==> config.mk <==
export PLATFORM = sky130hd
export DESIGN_NAME = obi_wishbone_arbiter_flat
export DESIGN_NICKNAME = d
export VERILOG_FILES = /design/src/rtl/obi_wishbone_arbiter_if.sv /design/src/rtl/obi_wishbone_arbiter.sv /design/src/flat_wrapper.sv
export SDC_FILE = /design/constraint.sdc
export NUM_CORES = 1
export LEC_CHECK = 0
export ABC_AREA = 1
export CORE_MARGIN = 2
export CORE_UTILIZATION = 30
export CTS_BUF_LIST = sky130_fd_sc_hd__clkbuf_4 sky130_fd_sc_hd__clkbuf_8
export DETAILED_ROUTE_END_ITERATION = 16
export GPL_TIMING_DRIVEN = 1
export HOLD_SLACK_MARGIN = 0.08
export PLACE_DENSITY = 0.64
export SYNTH_ARGS = -nofsm -noshare
export SYNTH_HDL_FRONTEND = slang
export SYNTH_HIERARCHICAL = 1
export SYNTH_SLANG_ARGS = --single-unit
==> constraint.sdc <==
create_clock -name clk_i -period 3.8 [get_ports clk_i]
set_clock_uncertainty 0.2 [all_clocks]
set_input_delay 0.76 -clock clk_i [delete_from_list [all_inputs] [get_ports clk_i]]
set_output_delay 0.76 -clock clk_i [all_outputs]
set_load 0.02 [all_outputs]
==> src/rtl/obi_wishbone_arbiter_if.sv <==
// obi_wishbone_arbiter_if
//   Bundles the two OBI requester ports (instruction fetch, load/store) and
//   the single Wishbone classic master bus shared between them.
//
//   modport master : the arbiter side. It consumes OBI requests, produces
//                    OBI grant/response, drives the Wishbone master signals
//                    and consumes Wishbone ack/read data.
//   modport slave  : the environment side. It holds the OBI requesters and
//                    the Wishbone slave.
interface obi_wishbone_arbiter_if #(
  parameter int ADDR_W = 32,
  parameter int DATA_W = 32
);
  // instruction OBI port
  logic              instr_req_i;
  logic [ADDR_W-1:0] instr_addr_i;
  logic              instr_gnt_o;
  logic              instr_rvalid_o;
  logic [DATA_W-1:0] instr_rdata_o;
  logic              instr_err_o;

  // data OBI port
  logic              data_req_i;
  logic              data_we_i;
  logic [3:0]        data_be_i;
  logic [ADDR_W-1:0] data_addr_i;
  logic [DATA_W-1:0] data_wdata_i;
  logic              data_gnt_o;
  logic              data_rvalid_o;
  logic [DATA_W-1:0] data_rdata_o;
  logic              data_err_o;

  // Wishbone classic master bus
  logic              wb_cyc_o;
  logic              wb_stb_o;
  logic              wb_we_o;
  logic [3:0]        wb_sel_o;
  logic [ADDR_W-1:0] wb_addr_o;
  logic [DATA_W-1:0] wb_data_o;
  logic [DATA_W-1:0] wb_data_i;
  logic              wb_ack_i;

  modport master (
    input  instr_req_i, instr_addr_i,
    output instr_gnt_o, instr_rvalid_o, instr_rdata_o, instr_err_o,
    input  data_req_i, data_we_i, data_be_i, data_addr_i, data_wdata_i,
    output data_gnt_o, data_rvalid_o, data_rdata_o, data_err_o,
    output wb_cyc_o, wb_stb_o, wb_we_o, wb_sel_o, wb_addr_o, wb_data_o,
    input  wb_data_i, wb_ack_i
  );

  modport slave (
    output instr_req_i, instr_addr_i,
    input  instr_gnt_o, instr_rvalid_o, instr_rdata_o, instr_err_o,
    output data_req_i, data_we_i, data_be_i, data_addr_i, data_wdata_i,
    input  data_gnt_o, data_rvalid_o, data_rdata_o, data_err_o,
    input  wb_cyc_o, wb_stb_o, wb_we_o, wb_sel_o, wb_addr_o, wb_data_o,
    output wb_data_i, wb_ack_i
  );
endinterface

==> src/rtl/obi_wishbone_arbiter.sv <==
// obi_wishbone_arbiter
//   Shares one Wishbone classic master bus between the CV32E40X instruction
//   and data OBI ports. One transaction in flight at a time, round-robin
//   between the two requesters, and a bus timeout that converts a stalled
//   slave into an OBI error response.
//
//   Parameters:
//     ADDR_W          address width (OBI and Wishbone)
//     DATA_W          data width, must be 32 (byte enables are 4 bits)
//     TIMEOUT_CYCLES  max cycles in a bus cycle without ack; 0 disables
//
//   Ports:
//     clk_i   core clock
//     rst_ni  asynchronous active-low reset
//     bus     obi_wishbone_arbiter_if.master: both OBI ports + Wishbone bus
//
//   Port index 0 is the instruction port, index 1 the data port.
module obi_wishbone_arbiter #(
  parameter int ADDR_W         = 32,
  parameter int DATA_W         = 32,
  parameter int TIMEOUT_CYCLES = 1024
) (
  input  logic                    clk_i,
  input  logic                    rst_ni,
  obi_wishbone_arbiter_if.master  bus
);

  localparam int NUM_PORTS = 2;
  // The counter only has to hold 0 .. TIMEOUT_CYCLES-1.
  localparam int CNT_W = (TIMEOUT_CYCLES > 2) ? $clog2(TIMEOUT_CYCLES) : 1;

  localparam logic PORT_INSTR = 1'b0;
  localparam logic PORT_DATA  = 1'b1;

  localparam logic [0:0] ST_IDLE = 1'b0;
  localparam logic [0:0] ST_BUS  = 1'b1;

  logic [0:0]                         state;
  logic                               last_grant;
  logic                               owner;
  logic                               winner;
  logic                               grant;
  logic [NUM_PORTS-1:0]               req;
  logic [NUM_PORTS-1:0]               gnt;
  logic [CNT_W-1:0]                   cnt;
  logic                               timeout_hit;
  logic                               done;

  logic                               wb_we;
  logic [3:0]                         wb_sel;
  logic [ADDR_W-1:0]                  wb_addr;
  logic [DATA_W-1:0]                  wb_wdata;

  logic [DATA_W-1:0]                  rsp_data;
  logic                               rsp_err;
  logic [NUM_PORTS-1:0]               rsp_fire;
  logic [NUM_PORTS-1:0]               rvalid;
  logic [NUM_PORTS-1:0]               err;
  logic [NUM_PORTS-1:0][DATA_W-1:0]   rdata;

  assign req = {bus.data_req_i, bus.instr_req_i};

  // Round robin: on a tie the port that did not win last time goes first.
  always_comb begin
    winner = PORT_INSTR;
    if (&req) winner = ~last_grant;
    else      winner = req[PORT_DATA];
  end

  // Grant is combinational; qualifying it with rst_ni keeps it low for the
  // whole reset even if a requester holds req high.
  assign grant            = rst_ni && (state == ST_IDLE) && (|req);
  assign gnt[PORT_INSTR]  = grant && (winner == PORT_INSTR);
  assign gnt[PORT_DATA]   = grant && (winner == PORT_DATA);

  // The counter is 0 in the first bus cycle, so hitting TIMEOUT_CYCLES-1
  // here means this is the TIMEOUT_CYCLES-th cycle without an ack.
  generate
    if (TIMEOUT_CYCLES == 0) begin : g_no_timeout
      assign timeout_hit = 1'b0;
    end else begin : g_timeout
      assign timeout_hit = (cnt == CNT_W'(TIMEOUT_CYCLES - 1));
    end
  endgenerate

  // An ack seen in IDLE never gets here: done needs the BUS state.
  assign done = (state == ST_BUS) && (bus.wb_ack_i || timeout_hit);

  always_ff @(posedge clk_i or negedge rst_ni) begin
    if (!rst_ni) begin
      state      <= ST_IDLE;
      last_grant <= PORT_DATA;
      owner      <= PORT_INSTR;
      cnt        <= '0;
      wb_we      <= 1'b0;
      wb_sel     <= 4'h0;
      wb_addr    <= '0;
      wb_wdata   <= '0;
    end else begin
      case (state)
        ST_IDLE: begin
          cnt <= '0;
          if (grant) begin
            state      <= ST_BUS;
            owner      <= winner;
            last_grant <= winner;
            if (winner == PORT_DATA) begin
              wb_we    <= bus.data_we_i;
              wb_sel   <= bus.data_be_i;
              wb_addr  <= bus.data_addr_i;
              wb_wdata <= bus.data_wdata_i;
            end else begin
              // fetches are always full-word reads
              wb_we    <= 1'b0;
              wb_sel   <= 4'hF;
              wb_addr  <= bus.instr_addr_i;
              wb_wdata <= '0;
            end
          end
        end
        ST_BUS: begin
          if (done) begin
            state <= ST_IDLE;
            cnt   <= '0;
          end else if (TIMEOUT_CYCLES != 0) begin
            cnt <= cnt + 1'b1;
          end
        end
        default: begin
          state <= ST_IDLE;
          cnt   <= '0;
        end
      endcase
    end
  end

  // A timeout looks like an ack carrying zero data plus the error flag.
  assign rsp_data = bus.wb_ack_i ? bus.wb_data_i : '0;
  assign rsp_err  = ~bus.wb_ack_i;

  generate
    for (genvar p = 0; p < NUM_PORTS; p++) begin : g_rsp
      assign rsp_fire[p] = done && (owner == 1'(p));

      obi_wishbone_arbiter_rsp #(
        .DATA_W (DATA_W)
      ) u_rsp (
        .clk_i   (clk_i),
        .rst_ni  (rst_ni),
        .fire    (rsp_fire[p]),
        .err_in  (rsp_err),
        .data_in (rsp_data),
        .rvalid  (rvalid[p]),
        .rdata   (rdata[p]),
        .err     (err[p])
      );
    end
  endgenerate

  // cyc/stb come straight from the state flop, so reset drops them at once.
  assign bus.wb_cyc_o       = (state == ST_BUS);
  assign bus.wb_stb_o       = (state == ST_BUS);
  assign bus.wb_we_o        = wb_we;
  assign bus.wb_sel_o       = wb_sel;
  assign bus.wb_addr_o      = wb_addr;
  assign bus.wb_data_o      = wb_wdata;

  assign bus.instr_gnt_o    = gnt[PORT_INSTR];
  assign bus.instr_rvalid_o = rvalid[PORT_INSTR];
  assign bus.instr_rdata_o  = rdata[PORT_INSTR];
  assign bus.instr_err_o    = err[PORT_INSTR];

  assign bus.data_gnt_o     = gnt[PORT_DATA];
  assign bus.data_rvalid_o  = rvalid[PORT_DATA];
  assign bus.data_rdata_o   = rdata[PORT_DATA];
  assign bus.data_err_o     = err[PORT_DATA];

endmodule

// obi_wishbone_arbiter_rsp
//   Per-port OBI response register. rvalid is a one-cycle pulse; rdata and
//   err hold until the next response to the same port.
//
//   Ports:
//     clk_i, rst_ni  clock, async active-low reset
//     fire           this port owns the finishing bus cycle
//     err_in         response is a timeout
//     data_in        read data to capture
//     rvalid         OBI response valid pulse
//     rdata, err     held response data / error flag
module obi_wishbone_arbiter_rsp #(
  parameter int DATA_W = 32
) (
  input  logic              clk_i,
  input  logic              rst_ni,
  input  logic              fire,
  input  logic              err_in,
  input  logic [DATA_W-1:0] data_in,
  output logic              rvalid,
  output logic [DATA_W-1:0] rdata,
  output logic              err
);

  always_ff @(posedge clk_i or negedge rst_ni) begin
    if (!rst_ni) begin
      rvalid <= 1'b0;
      rdata  <= '0;
      err    <= 1'b0;
    end else begin
      rvalid <= fire;
      if (fire) begin
        rdata <= data_in;
        err   <= err_in;
      end
    end
  end

endmodule

==> src/flat_wrapper.sv <==
// flat-port wrapper written by rule: the top's interface ports become plain ports
module obi_wishbone_arbiter_flat 
#(
  parameter int ADDR_W         = 32,
  parameter int DATA_W         = 32,
  parameter int TIMEOUT_CYCLES = 1024
)
  (clk_i, rst_ni, bus_instr_req_i, bus_instr_addr_i, bus_instr_gnt_o, bus_instr_rvalid_o, bus_instr_rdata_o, bus_instr_err_o, bus_data_req_i, bus_data_we_i, bus_data_be_i, bus_data_addr_i, bus_data_wdata_i, bus_data_gnt_o, bus_data_rvalid_o, bus_data_rdata_o, bus_data_err_o, bus_wb_cyc_o, bus_wb_stb_o, bus_wb_we_o, bus_wb_sel_o, bus_wb_addr_o, bus_wb_data_o, bus_wb_data_i, bus_wb_ack_i);
  obi_wishbone_arbiter_if #(.ADDR_W(ADDR_W), .DATA_W(DATA_W)) bus_i ();
  input  logic clk_i;
  input  logic rst_ni;
  input wire logic [$bits(bus_i.instr_req_i)-1:0] bus_instr_req_i;
  input wire logic [$bits(bus_i.instr_addr_i)-1:0] bus_instr_addr_i;
  output wire logic [$bits(bus_i.instr_gnt_o)-1:0] bus_instr_gnt_o;
  output wire logic [$bits(bus_i.instr_rvalid_o)-1:0] bus_instr_rvalid_o;
  output wire logic [$bits(bus_i.instr_rdata_o)-1:0] bus_instr_rdata_o;
  output wire logic [$bits(bus_i.instr_err_o)-1:0] bus_instr_err_o;
  input wire logic [$bits(bus_i.data_req_i)-1:0] bus_data_req_i;
  input wire logic [$bits(bus_i.data_we_i)-1:0] bus_data_we_i;
  input wire logic [$bits(bus_i.data_be_i)-1:0] bus_data_be_i;
  input wire logic [$bits(bus_i.data_addr_i)-1:0] bus_data_addr_i;
  input wire logic [$bits(bus_i.data_wdata_i)-1:0] bus_data_wdata_i;
  output wire logic [$bits(bus_i.data_gnt_o)-1:0] bus_data_gnt_o;
  output wire logic [$bits(bus_i.data_rvalid_o)-1:0] bus_data_rvalid_o;
  output wire logic [$bits(bus_i.data_rdata_o)-1:0] bus_data_rdata_o;
  output wire logic [$bits(bus_i.data_err_o)-1:0] bus_data_err_o;
  output wire logic [$bits(bus_i.wb_cyc_o)-1:0] bus_wb_cyc_o;
  output wire logic [$bits(bus_i.wb_stb_o)-1:0] bus_wb_stb_o;
  output wire logic [$bits(bus_i.wb_we_o)-1:0] bus_wb_we_o;
  output wire logic [$bits(bus_i.wb_sel_o)-1:0] bus_wb_sel_o;
  output wire logic [$bits(bus_i.wb_addr_o)-1:0] bus_wb_addr_o;
  output wire logic [$bits(bus_i.wb_data_o)-1:0] bus_wb_data_o;
  input wire logic [$bits(bus_i.wb_data_i)-1:0] bus_wb_data_i;
  input wire logic [$bits(bus_i.wb_ack_i)-1:0] bus_wb_ack_i;
  assign bus_i.instr_req_i = bus_instr_req_i;
  assign bus_i.instr_addr_i = bus_instr_addr_i;
  assign bus_instr_gnt_o = bus_i.instr_gnt_o;
  assign bus_instr_rvalid_o = bus_i.instr_rvalid_o;
  assign bus_instr_rdata_o = bus_i.instr_rdata_o;
  assign bus_instr_err_o = bus_i.instr_err_o;
  assign bus_i.data_req_i = bus_data_req_i;
  assign bus_i.data_we_i = bus_data_we_i;
  assign bus_i.data_be_i = bus_data_be_i;
  assign bus_i.data_addr_i = bus_data_addr_i;
  assign bus_i.data_wdata_i = bus_data_wdata_i;
  assign bus_data_gnt_o = bus_i.data_gnt_o;
  assign bus_data_rvalid_o = bus_i.data_rvalid_o;
  assign bus_data_rdata_o = bus_i.data_rdata_o;
  assign bus_data_err_o = bus_i.data_err_o;
  assign bus_wb_cyc_o = bus_i.wb_cyc_o;
  assign bus_wb_stb_o = bus_i.wb_stb_o;
  assign bus_wb_we_o = bus_i.wb_we_o;
  assign bus_wb_sel_o = bus_i.wb_sel_o;
  assign bus_wb_addr_o = bus_i.wb_addr_o;
  assign bus_wb_data_o = bus_i.wb_data_o;
  assign bus_i.wb_data_i = bus_wb_data_i;
  assign bus_i.wb_ack_i = bus_wb_ack_i;
  obi_wishbone_arbiter #(.ADDR_W(ADDR_W), .DATA_W(DATA_W), .TIMEOUT_CYCLES(TIMEOUT_CYCLES)) u_core (.clk_i(clk_i), .rst_ni(rst_ni), .bus(bus_i));
endmodule
### Yosys cells after proc, flatten, opt, wreduce, memory -nomap -nowiden

Cells that the tools add are included.

* flip-flop bits (word level): 150
* input port bits: 138
* output and inout port bits: 141

* add/subtract/negate cells: 1
* equal/unequal tests: 1
* muxes and demuxes: 11
* bitwise logic cells: 5
* reductions and logical operators: 11

Operators by type and width (number)
* 32-bit 2-to-1 mux: 3
* 10-bit one-hot mux with 2 select lines: 1
* 10-bit by 1-bit adder with 10-bit output (second input constant): 1
* 10-bit == test (second input constant): 1
* 10-bit 2-to-1 mux: 1
* 1-bit logical AND: 7
* 1-bit inverter: 5
* 1-bit 2-to-1 mux: 4
* 4-bit 2-to-1 mux: 1
* 2-bit AND reduction: 2
* 1-bit one-hot mux with 2 select lines: 1
* 2-bit OR reduction: 1
* 1-bit logical OR: 1

### Depth between registers and ports, before layout

Gate-level depths: netlist (run 1).

* depth in word-level cells: 5
* depth in mapped cells: 12
* depth with buffers taken out: 10

### By module

Netlist (run 1), hierarchy kept.

By module, submodules not included
* obi_wishbone_arbiter: instances 1, cells each 485, area an instance 3743.6 um2, sequential area each 2053.2 um2
* obi_wishbone_arbiter_rsp: instances 2, cells each 141, area an instance 1330.0 um2, sequential area each 850.8 um2

### Least setup slack after synthesis (run 1)

No wires, ideal clock.

* path type: input -> output
* from: input bus_data_req_i
* to: output bus_data_gnt_o
* arrival time: 1.398 ns
* data required time: 2.840 ns
* slack: 1.442 ns
* stages: 6
* path buffers: 2
* cell sequence: inv_1 > a21oi_4 > inv_2 > nor2_4 > buf_6 > buf_6

* longest elaborated chain between the ends: 3
* elaborated cells between the ends (all ways): 5
* those cells by class: mux: 1; reduce/logical: 4

RTL lines
* start, declared: RTL line flat_wrapper.sv:18 `input wire logic [$bits(bus_i.data_req_i)-1:0] bus_data_req_i;`
* 2-bit AND reduction or 2-bit OR reduction (tied branches): RTL line obi_wishbone_arbiter.sv:66, obi_wishbone_arbiter.sv:72
* 1-bit 2-to-1 mux or 1-bit logical AND (tied branches): RTL line obi_wishbone_arbiter.sv:66, obi_wishbone_arbiter.sv:72
* 1-bit logical AND *: RTL line obi_wishbone_arbiter.sv:74 `assign gnt[PORT_DATA] = grant && (winner == PORT_DATA);`
* end, declared: RTL line flat_wrapper.sv:23 `output wire logic [$bits(bus_i.data_gnt_o)-1:0] bus_data_gnt_o;`

Every way passes the cells marked *; elsewhere a longest branch is shown, timed or not.

### Final worst setup path (run 1)

* from: input rst_ni
* to: output bus_data_gnt_o

* longest elaborated chain between the ends: 3

RTL lines
* start, declared: RTL line flat_wrapper.sv:11 `input logic rst_ni;`
* 1-bit logical AND (2 in series): RTL line obi_wishbone_arbiter.sv:72 `assign grant = rst_ni && (state == ST_IDLE) && (|req);`
* 1-bit logical AND: RTL line obi_wishbone_arbiter.sv:74

No other way between the ends.

==> results of run 1 <==
-- layout make-up --
| type | instances | area, um2 | area share |
|---|---|---|---|
| multi-input combinational | 531 | 2170 | 0.223 |
| clock inverter | 13 | 148 | 0.0152 |
| clock buffer | 19 | 249 | 0.0256 |
| inverter | 49 | 199 | 0.0204 |
| timing repair buffer | 288 | 2870 | 0.295 |
| sequential | 150 | 3750 | 0.386 |
| tap | 275 | 344 | 0.0353 |
-- sequential cells by signal, summed over array words and instances, names as in the netlist --
name,cells
u_core/g_rsp.u_rsp/err,2
u_core/bus.wb_we_o,1
u_core/bus.wb_sel_o,4
u_core/g_rsp.u_rsp/rdata,64
u_core/bus.wb_data_o,32
u_core/bus.wb_addr_o,32
u_core/g_rsp.u_rsp/rvalid,2
u_core/owner,1
u_core/last_grant,1
u_core/cnt,10
u_core/bus.wb_cyc_o,1
-- cell families after synthesis --
logic type | share of synthesized area
and+or+nand+nor | 0.326
AOI/OAI and AO/OA | 0.00449
adders and majority gates | 0.00195
buffers and inverters | 0.0772
xor gates and xnor gates | 0.00410
DFF | 0.586
-- metal layers --
layer	vias to the layer above	GRT usage	wire length, um
li1	2834	-	-
met5	-	0	0
met1	2643	0.210	7830
met3	12	0.0694	2020
met4	0	0.0467	204
met2	239	0.276	8690
-- path summary, 6_finish.rpt --
path	from	end	slack, ps
setup / recovery	rst_ni	bus_data_gnt_o	430
hold / removal	u_core/g_rsp[0].u_rsp/rdata[24]$_DFFE_PN0P_	u_core/g_rsp[0].u_rsp/rdata[24]$_DFFE_PN0P_	280
setup reg to reg	u_core/cnt[0]$_DFF_PN0_	u_core/g_rsp[0].u_rsp/rdata[27]$_DFFE_PN0P_	1370
hold reg to reg	u_core/g_rsp[0].u_rsp/rdata[24]$_DFFE_PN0P_	u_core/g_rsp[0].u_rsp/rdata[24]$_DFFE_PN0P_	280
max in group asynchronous	rst_ni	u_core/bus.wb_data_o[10]$_DFFE_PN0P_	1890
min in group asynchronous	rst_ni	u_core/bus.wb_addr_o[5]$_DFFE_PN0P_	530
-- critical path, cell delays in order --
cell	delay [ps]
dlygate4sd3_1	560
buf_6	210
nand2_1	120
nor2_4	120
clkdlybuf4s50_1	630
-- layout by cell type (no fill, tap or decap) --
| cell type | instances |
|---|---|
| a21oi_4 | 1 |
| buf_12 | 1 |
| buf_4 | 8 |
| buf_6 | 1 |
| bufinv_16 | 2 |
| clkbuf_4 | 2 |
| clkbuf_8 | 17 |
| clkdlybuf4s50_1 | 277 |
| clkinv_2 | 1 |
| clkinv_4 | 2 |
| clkinvlp_4 | 4 |
| dfrtp_1 | 149 |
| dfstp_2 | 1 |
| dlygate4sd3_1 | 1 |
| ha_1 | 1 |
| inv_1 | 46 |
| inv_2 | 1 |
| inv_6 | 4 |
| inv_8 | 2 |
| nand2_1 | 433 |
| nand2_2 | 20 |
| nand3_1 | 39 |
| nand3_2 | 1 |
| nor2_1 | 27 |
| nor2_4 | 4 |
| o21ai_0 | 1 |
| o21bai_1 | 1 |
| xnor2_1 | 2 |
| xor2_1 | 1 |
-- power by group through the flow --
stage | Combinational [mW] | Sequential [mW] | Clock (mW)
final | 2.12 | 2.26 | 1.25
after global routing | 2.29 | 2.31 | 1.37
after CTS | 2.15 | 2.26 | 1.30
after detailed placement | 2.15 | 2.28 | 0
after global placement | 2.14 | 2.27 | 0
after floorplan | 0.493 | 2.77 | 0
-- stage by stage --
step / setup slack (ps) / cell area [um2]
2_1_floorplan: 1440 / 6400
3_3_place_gp: 550 / 9330
3_5_place_dp: 550 / 9330
4_1_cts: 401 / 9740
5_1_grt: 359 / 9740
6_report: 433 / 9740
==> run_results.csv, run 1 <==
group,metric,value,unit
synth,netlist_area,0.00640,mm2
timing,grt_setup_unrepaired,"false",
timing,clock.fmax,0.297,GHz
timing,min_period,3370,ps
floorplan,die_width,150,um
clock_network,number_of_buffers_created_by_cts,17,
detailed_routing,routed-via-count,5728,
detailed_routing,drtPass1Iterations,4,
synth,synth_sequential_area_ratio,0.586,
detailed_routing,drt-vias-per-instance,4.32,
power,power.total,5.63,mW
synth,synth_top_cell_by_area,"dfrtp_1",
timing,timing.final.max_slew_violations,0,
run,drv.max_cap_violation_count,0,
timing,period_share,0.886,
clock_network,tritoncts_num_sinks,150,
synth,total_nets_after_synthesis,906,
synth,synth.top_cells.by_area,"dfrtp_1, nand2_1, nand3_1, inv_1, nand2_2",
timing,setup_viol,0,
synth,yosys_register_bits,150,
power,power.density,578,mW/mm2
critical_path,worstPathRequired,2840,ps
global_routing,antenna_found_initial,0,
placed_design,place_inst,1292,
critical_path,cp_class,"input pin to output port",
clock_network,clock_transition_at_the_registers_of_the_reported_paths,80,ps
floorplan,die-area,0.0225,mm2
floorplan,ioPinCount,279,
clock_network,clkLatencyLatePin,440,ps
min_path,type_of_the_tightest_min_delay_check,"register to register",
global_routing,global_route.overflow_total,0,
power,power.share.clock,0.222,
synth,yosysWarnings,6,
timing,totalNegativeSetupSlack,0,ps
detailed_routing,detail_route.drc_violations,0,
clock_network,tritoncts,"built",
floorplan,core,0.0210,mm2
detailed_routing,average_detailed_routed_wire_length_per_instance,14.1,um
timing,max_slew_margin,0.488,
cells_and_area,num-nets-final,1176,
global_routing,pin_count_of_the_biggest_net_entering_global_routing,139,
power,p_sw_frac,0.356,
power,p_leak,4.84,nW
clock_network,clock_tree.htree_level_count,4,
synth,synth_top_area_share,0.582,
cells_and_area,post_route_cells_drive_above_1_share,0.0686,
cells_and_area,fillerInstances,2082,
synth,synth-edff-count,0,
power,power.share.combinational,0.377,
cells_and_area,final-instance-count-excl-fill,1325,
timing,finalHoldViolCount,0,
power,switching_power,2.00,mW
global_routing,grt_use_total,0.170,
critical_path,endpoint_kind,"output port",
cells_and_area,antenna_cells,0,
critical_path,start_kind,"input pin",
floorplan,initial_standard_cell_utilization_of_the_core,0.306,
synth,postSynthAreaPerCell,8.35,um2
placed_design,post-dp-hpwl,13.1,mm
synth,syn-instance-count,767,
clock_network,cts_post_setup_buffers_inserted,0,
detailed_routing,drtIter0Drc,240,
synth,ys_async_rst_share,1.00,
power,share_seq_of_total_power,0.401,
clock_network,ctsRootBufferMaster,"clkbuf_8",
timing,worst_hold_slack,277,ps
min_path,timing.hold.worst_path_depth,2,
placed_design,portBuffers,278,
global_routing,first_pass_grt_wire_length,29.6,mm
global_routing,vias_in_the_first_global_route,5716,
cells_and_area,layout.core_utilization,0.465,
timing,worst_slew_pin_slew,768,ps
floorplan,std_cell_rows,53,
placed_design,gpl.final_weighted_congestion,0.761,
synth,post_synth_num_cell_types,22,
cells_and_area,area_growth,52.1,%
critical_path,worst-path-max-fanout,15,
floorplan,die_h,150,um
clock_network,cts-resized-gates,0,
synth,netlist_top_cells_count,"nand2_1, dfrtp_1, inv_1",
detailed_routing,wirelength,18.7,mm
synth,synth_ff_type,"dfrtp_1",
clock_network,cts-root-to-sink-buffers,2,
critical_path,cp.arrival,2410,ps
clock_network,cts_hold_buf,1,
critical_path,reg2reg_depth,10,
power,cell_internal_power,3.63,mW
power,ir_drop,237,uV
synth,synth.most_common_cell,"nand2_1",
run_status,status,"completed",
detailed_routing,antenna_left,0,
Note: power is estimated with default switching activity, not from simulation.
==> run 2, diff against run 1 <==
--- a/config.mk
+++ b/config.mk
@@ -9,10 +9,12 @@
 export CORE_MARGIN = 2
 export CORE_UTILIZATION = 30
 export CTS_BUF_LIST = sky130_fd_sc_hd__clkbuf_4 sky130_fd_sc_hd__clkbuf_8
+export CTS_CLUSTER_SIZE = 24
 export DETAILED_ROUTE_END_ITERATION = 16
 export GPL_TIMING_DRIVEN = 1
 export HOLD_SLACK_MARGIN = 0.08
 export PLACE_DENSITY = 0.64
+export SKIP_LAST_GASP = 1
 export SYNTH_ARGS = -nofsm -noshare
 export SYNTH_HDL_FRONTEND = slang
 export SYNTH_HIERARCHICAL = 1
==> results of run 2 <==
Final layout, timing and power as in run 1 (identical DEF).
==> RTL change 1: new RTL, flow settings as in run 2 <==
Put a register stage on the output `bus.instr_err_o`. The value now appears one clock later.
--- a/src/rtl/obi_wishbone_arbiter.sv
+++ b/src/rtl/obi_wishbone_arbiter.sv
@@ -169,5 +169,7 @@
   assign bus.instr_rvalid_o = rvalid[PORT_INSTR];
   assign bus.instr_rdata_o  = rdata[PORT_INSTR];
-  assign bus.instr_err_o    = err[PORT_INSTR];
+  always_ff @(posedge clk_i) begin
+    bus.instr_err_o <= err[PORT_INSTR];
+  end
 
   assign bus.data_gnt_o     = gnt[PORT_DATA];
Function: no difference found for any inputs over 4 cycles, from zero or initial values and one cycle with rst_ni low; that may be too few to reach the edited logic, so the function may still have changed.
==> RTL change 1 against run 2 <==
Cell count up 0.15%. Synthesized cell count up 0.13%. Final area up 0.21%. Synthesized area up 0.31%. Count of clock-buffer cells in the layout unchanged. Sequential cell count up 1. Total power up 0.40%. Setup slack worse by 23 ps. Routed wire length down 2.0%. Sequential share of layout area up 0.13 points. Via count down 0.94%. Critical endpoint unchanged.
==> RTL change 1: results (changes against run 2) <==
wl_met2_um: 8310  # -4.4%
vias: 5674  # -0.94%
ir_drop_mv: 0.224  # -5.4%
synth_seq_area_share: 0.588  # +0.00129
hp-start: "u_core/g_rsp[0].u_rsp/err"
cp_max_fo: 16  # +1
syn_inst: 768  # +0.13%
drt_pass1_iterations: 4  # unchanged
dr.first_iter.drc_count: 216  # -10%
hp-class: "register to register"
critPathArrivalTime_ps: 2430  # +20 ps
largest_register_ffs: 64  # unchanged
tightest_slew_ps: 979  # +210 ps
p_leak_nw: 4.84  # +0.14%
grt_usage: 0.162  # -0.00837
port_buffers: 278  # unchanged
grt_max_degree: 78  # -44%
pre_cts_ws_ps: 549  # -0.111 ps
dpl_cell_area_mm2: 0.00935  # +0.16%
met3_length_um: 1770  # -12%
syn_nets: 907  # +0.11%
routabilityCongestion: 0.771  # +1.2%
place_inst: 1294  # +0.15%
synth.area.top_cells: "dfrtp_1, nand2_1, nand3_1"
r2r-end: "u_core/g_rsp[1].u_rsp/rdata[13]"
min_period_ps: 3390  # +22.8 ps
hpwl_um: 13000  # -1.3%
grt_pass1_vias: 5443  # -4.8%
reg2reg_slack_ps: 1170  # -200 ps
drive_gt1_frac: 0.0694  # +0.000820
h-tree-depth: 4  # unchanged
status: "complete, no violations"
wl_per_cell_um: 13.8  # -2.2%
min_path_cells: 0  # -2
grt_pass1_wl_um: 28200  # -4.6%
ys_async_sr_fraction: 0.993  # -0.00662
fin_nets: 1178  # +0.17%
yosysUniqueCellTypes: 23  # +4.5%
wl_met1_um: 8100  # +3.5%
routed_wirelength_um: 18400  # -2.0%
-- RTL change 1: cell types whose count changed after synthesis --
cell,before,now
dfxtp_1,0,1
-- RTL change 1: layout make-up --
class / instances / area [um2]
Clock buffer: 19 / 255
Clock inverter: 13 / 146
Fill cell: 2098 / 11300
Inverter: 49 / 199
Multi-Input combinational cell: 531 / 2170
Sequential cell: 151 / 3770
Tap cell: 275 / 344
Timing Repair Buffer: 289 / 2870
-- RTL change 1: how the worst min path moves through the flow --
stage / to / slack, ps
detailed placement: u_core/bus.instr_err_o / 160
global route: u_core/bus.instr_err_o / 190
global placement: u_core/bus.instr_err_o / 160
CTS: u_core/bus.instr_err_o / 180
finish: u_core/bus.instr_err_o / 170
floorplan: u_core/bus.instr_err_o / 150
-- RTL change 1: metal layers --
layer / global-route usage / vias to the layer above
met5: 0 / -
met4: 0.0453 / 0
met3: 0.0600 / 11
met2: 0.259 / 218
met1: 0.206 / 2608
li1: - / 2837
-- RTL change 1: per-stage QoR --
step | util | hold WS, ps
finish | 0.464 | 171
global route | 0.464 | 194
CTS | 0.464 | 176
detailed placement | 0.445 | 161
global placement | 0.445 | 156
floorplan | - | 147
-- RTL change 1: kinds of logic (layout without fill, tap and decap cells) --
group | after synthesis | count (layout) | share of synthesized area
simple gates | 524 | 524 | 0.325
xor+xnor | 3 | 3 | 0.00409
compound gates | 3 | 3 | 0.00448
fa+ha+maj | 1 | 1 | 0.00195
buf+inv | 86 | 370 | 0.0769
flops | 151 | 151 | 0.588
-- RTL change 1: report_power, final --
part | leakage [nW] | total, mW | internal (mW) | switching [mW]
clock network | 0.189 | 1.27 | 0.616 | 0.650
logic | 2.72 | 2.12 | 1.01 | 1.11
registers | 1.93 | 2.27 | 2.02 | 0.244
total | 4.84 | 5.65 | 3.65 | 2.00
-- RTL change 1: what timing repair did --
item,CTS,global route
hold buffers,1,0
gates resized for setup,0,0
setup endpoints to repair,0,0
buffers inserted,0,0
endpoints found under the hold margin,12,0
-- RTL change 1: worst max-delay path, stage by stage --
cell and delay [ps]:
dlygate4sd3_1 580, buf_6 210, nand2_1 110, nor2_4 110, clkdlybuf4s50_1 630
==> RTL change 2: new RTL, config.mk and constraints of run 2 <==
Without the edit above. `TIMEOUT_CYCLES` is set to 1024 in 2 places; all go to 4096.
--- a/src/rtl/obi_wishbone_arbiter.sv
+++ b/src/rtl/obi_wishbone_arbiter.sv
@@ -19,5 +19,5 @@
   parameter int ADDR_W         = 32,
   parameter int DATA_W         = 32,
-  parameter int TIMEOUT_CYCLES = 1024
+  parameter int TIMEOUT_CYCLES = 4096
 ) (
   input  logic                    clk_i,
--- a/src/flat_wrapper.sv
+++ b/src/flat_wrapper.sv
@@ -4,5 +4,5 @@
   parameter int ADDR_W         = 32,
   parameter int DATA_W         = 32,
-  parameter int TIMEOUT_CYCLES = 1024
+  parameter int TIMEOUT_CYCLES = 4096
 )
   (clk_i, rst_ni, bus_instr_req_i, bus_instr_addr_i, bus_instr_gnt_o, bus_instr_rvalid_o, bus_instr_rdata_o, bus_instr_err_o, bus_data_req_i, bus_data_we_i, bus_data_be_i, bus_data_addr_i, bus_data_wdata_i, bus_data_gnt_o, bus_data_rvalid_o, bus_data_rdata_o, bus_data_err_o, bus_wb_cyc_o, bus_wb_stb_o, bus_wb_we_o, bus_wb_sel_o, bus_wb_addr_o, bus_wb_data_o, bus_wb_data_i, bus_wb_ack_i);
Check against the original RTL: same outputs for any inputs over 4 cycles, from zero or initial values and one cycle with rst_ni low; that may be too few to reach the edited logic, so the function may still have changed.
==> RTL change 2 against run 2 <==
Total power increased by 0.53%. Final area increased by 1.3%. Die area increased by 1.6%. Routed wire length increased by 1.8%. Sequential power about the same. Combinational power decreased by 2%. Synthesized area increased by 1.6%. Synthesized cell count increased by 2.1%. Sequential cell count increased by 2. Setup slack improved by 57 ps. Critical path type unchanged.
==> RTL change 2: results (changes against run 2) <==
status: "complete, no violations"
cp_max_fo: 8  # -7
crit_start: "bus_instr_req_i"
numCtsBuffers: 17  # unchanged
max_stage_delay_ps: 630  # about the same
synth_seq_area_share: 0.585  # -0.00155
clk_pin_slew_ps: 90
routabilityCongestion: 0.767  # +0.79%
grt_usage: 0.171  # +0.00110
endpoint: "bus_instr_gnt_o"
r2r-end: "u_core/g_rsp[1].u_rsp/err"
synth.area.top_cells: "dfrtp_1, nand2_1, nand3_1"
port_buffers: 278  # unchanged
grt_pass1_vias: 5840  # +2.2%
grt_max_degree: 67  # -52%
vias: 5758  # +0.52%
p_leak_nw: 4.90  # +1.2%
wl_per_cell_um: 14.2  # +0.54%
synth_compound_area_frac: 0.00212  # -0.00238
hp-class: "input pin to async pin"
antenna_found_initial: 0  # unchanged
synth.area.mux_share: 0  # unchanged
reg2reg_slack_ps: 1190  # -180 ps
ys_top_cells_by_count: "nand2_1, dfrtp_1, inv_1, nand3_1, nor2_1"
critPathArrivalTime_ps: 2350  # -60 ps
yosys.area_share.adder: 0.00192  # -0.0000308
reg2reg_depth: 10  # unchanged
yosysUniqueCellTypes: 23  # +4.5%
dpl_cell_area_mm2: 0.00945  # +1.2%
hpwl_um: 13600  # +3.6%
grt_pass1_wl_um: 30300  # +2.2%
drive_gt1_frac: 0.0712  # +0.00266
fin_nets: 1193  # +1.4%
ir_drop_mv: 0.226  # -4.3%
syn_nets: 922  # +1.8%
tightest_slew_ps: 854  # +85.7 ps
dr.first_iter.drc_count: 213  # -11%
synth_xor_xnor_area_share: 0.00538  # +0.00128
[RTL change 2: changes by cell type in the layout (fill, tap and decap cells not counted), sizes merged, moves of 2 or more]
cell / run 2 / this run
nor2: 31 / 35
nand2: 453 / 455
inv: 53 / 55
dfrtp: 149 / 151
buf: 10 / 12
clkinvlp: 4 / 2
nand4: 0 / 4
[RTL change 2: cell type report]
| class | instances | area (um2) |
|---|---|---|
| timing repair buffer | 289 | 2870 |
| fill | 2077 | 11300 |
| clock inverter | 13 | 168 |
| sequential | 152 | 3800 |
| inverter | 51 | 206 |
| tap | 275 | 344 |
| multi-input combinational | 543 | 2230 |
| clock buffer | 19 | 249 |
[RTL change 2: kinds of logic after synthesis]
group | count (synthesis)
xor+xnor | 4
simple gates | 536
buf+inv | 88
fa+ha+maj | 1
compound gates | 2
flops | 152
[RTL change 2: routing by layer]
metal / vias to the layer above / global-route usage / part of all wire
met4: 0 / 0.0509 / 0.016
met5: - / 0 / 0
met3: 19 / 0.0645 / 0.094
met1: 2628 / 0.212 / 0.44
met2: 229 / 0.278 / 0.45
li1: 2882 / - / -
[RTL change 2: worst min path at each step]
| stage | startpoint | to | depth (start not counted) | slack [ps] |
|---|---|---|---|---|
| floorplan | u_core/owner | u_core/g_rsp[0].u_rsp/rvalid | 1 | 220 |
| global placement | u_core/g_rsp[0].u_rsp/rdata[15] | u_core/g_rsp[0].u_rsp/rdata[15] | 2 | 250 |
| detailed placement | u_core/g_rsp[0].u_rsp/rdata[30] | u_core/g_rsp[0].u_rsp/rdata[30] | 2 | 260 |
| CTS | rst_ni | u_core/bus.wb_addr_o[9] | 2 | 190 |
| global route | rst_ni | u_core/bus.wb_addr_o[3] | 2 | 210 |
| finish | rst_ni | u_core/bus.wb_data_o[31] | 2 | 220 |
[RTL change 2: report_power, final]
group,total (mW),internal [mW],switching (mW)
clock network,1.32,0.673,0.648
registers,2.26,2.02,0.239
logic,2.08,0.990,1.09
[RTL change 2: per-stage QoR]
stage / setup slack [ps] / power (mW) / util / cells
2_1_floorplan: 1420 / 3.24 / - / 783
3_3_place_gp: 489 / 4.37 / 0.447 / 1310
3_5_place_dp: 479 / 4.39 / 0.447 / 1310
4_1_cts: 469 / 5.75 / 0.466 / 1342
5_1_grt: 387 / 6.01 / 0.466 / 1342
6_report: 490 / 5.66 / 0.466 / 1342
[RTL change 2: worst register-to-register path, delay by kind of cell (launching register included)]
kind                       cells  cell delay, ps
adders and majority gates      1             190
and+or+nand+nor                8            1490
DFF                            1             390
buffers and inverters          1             220
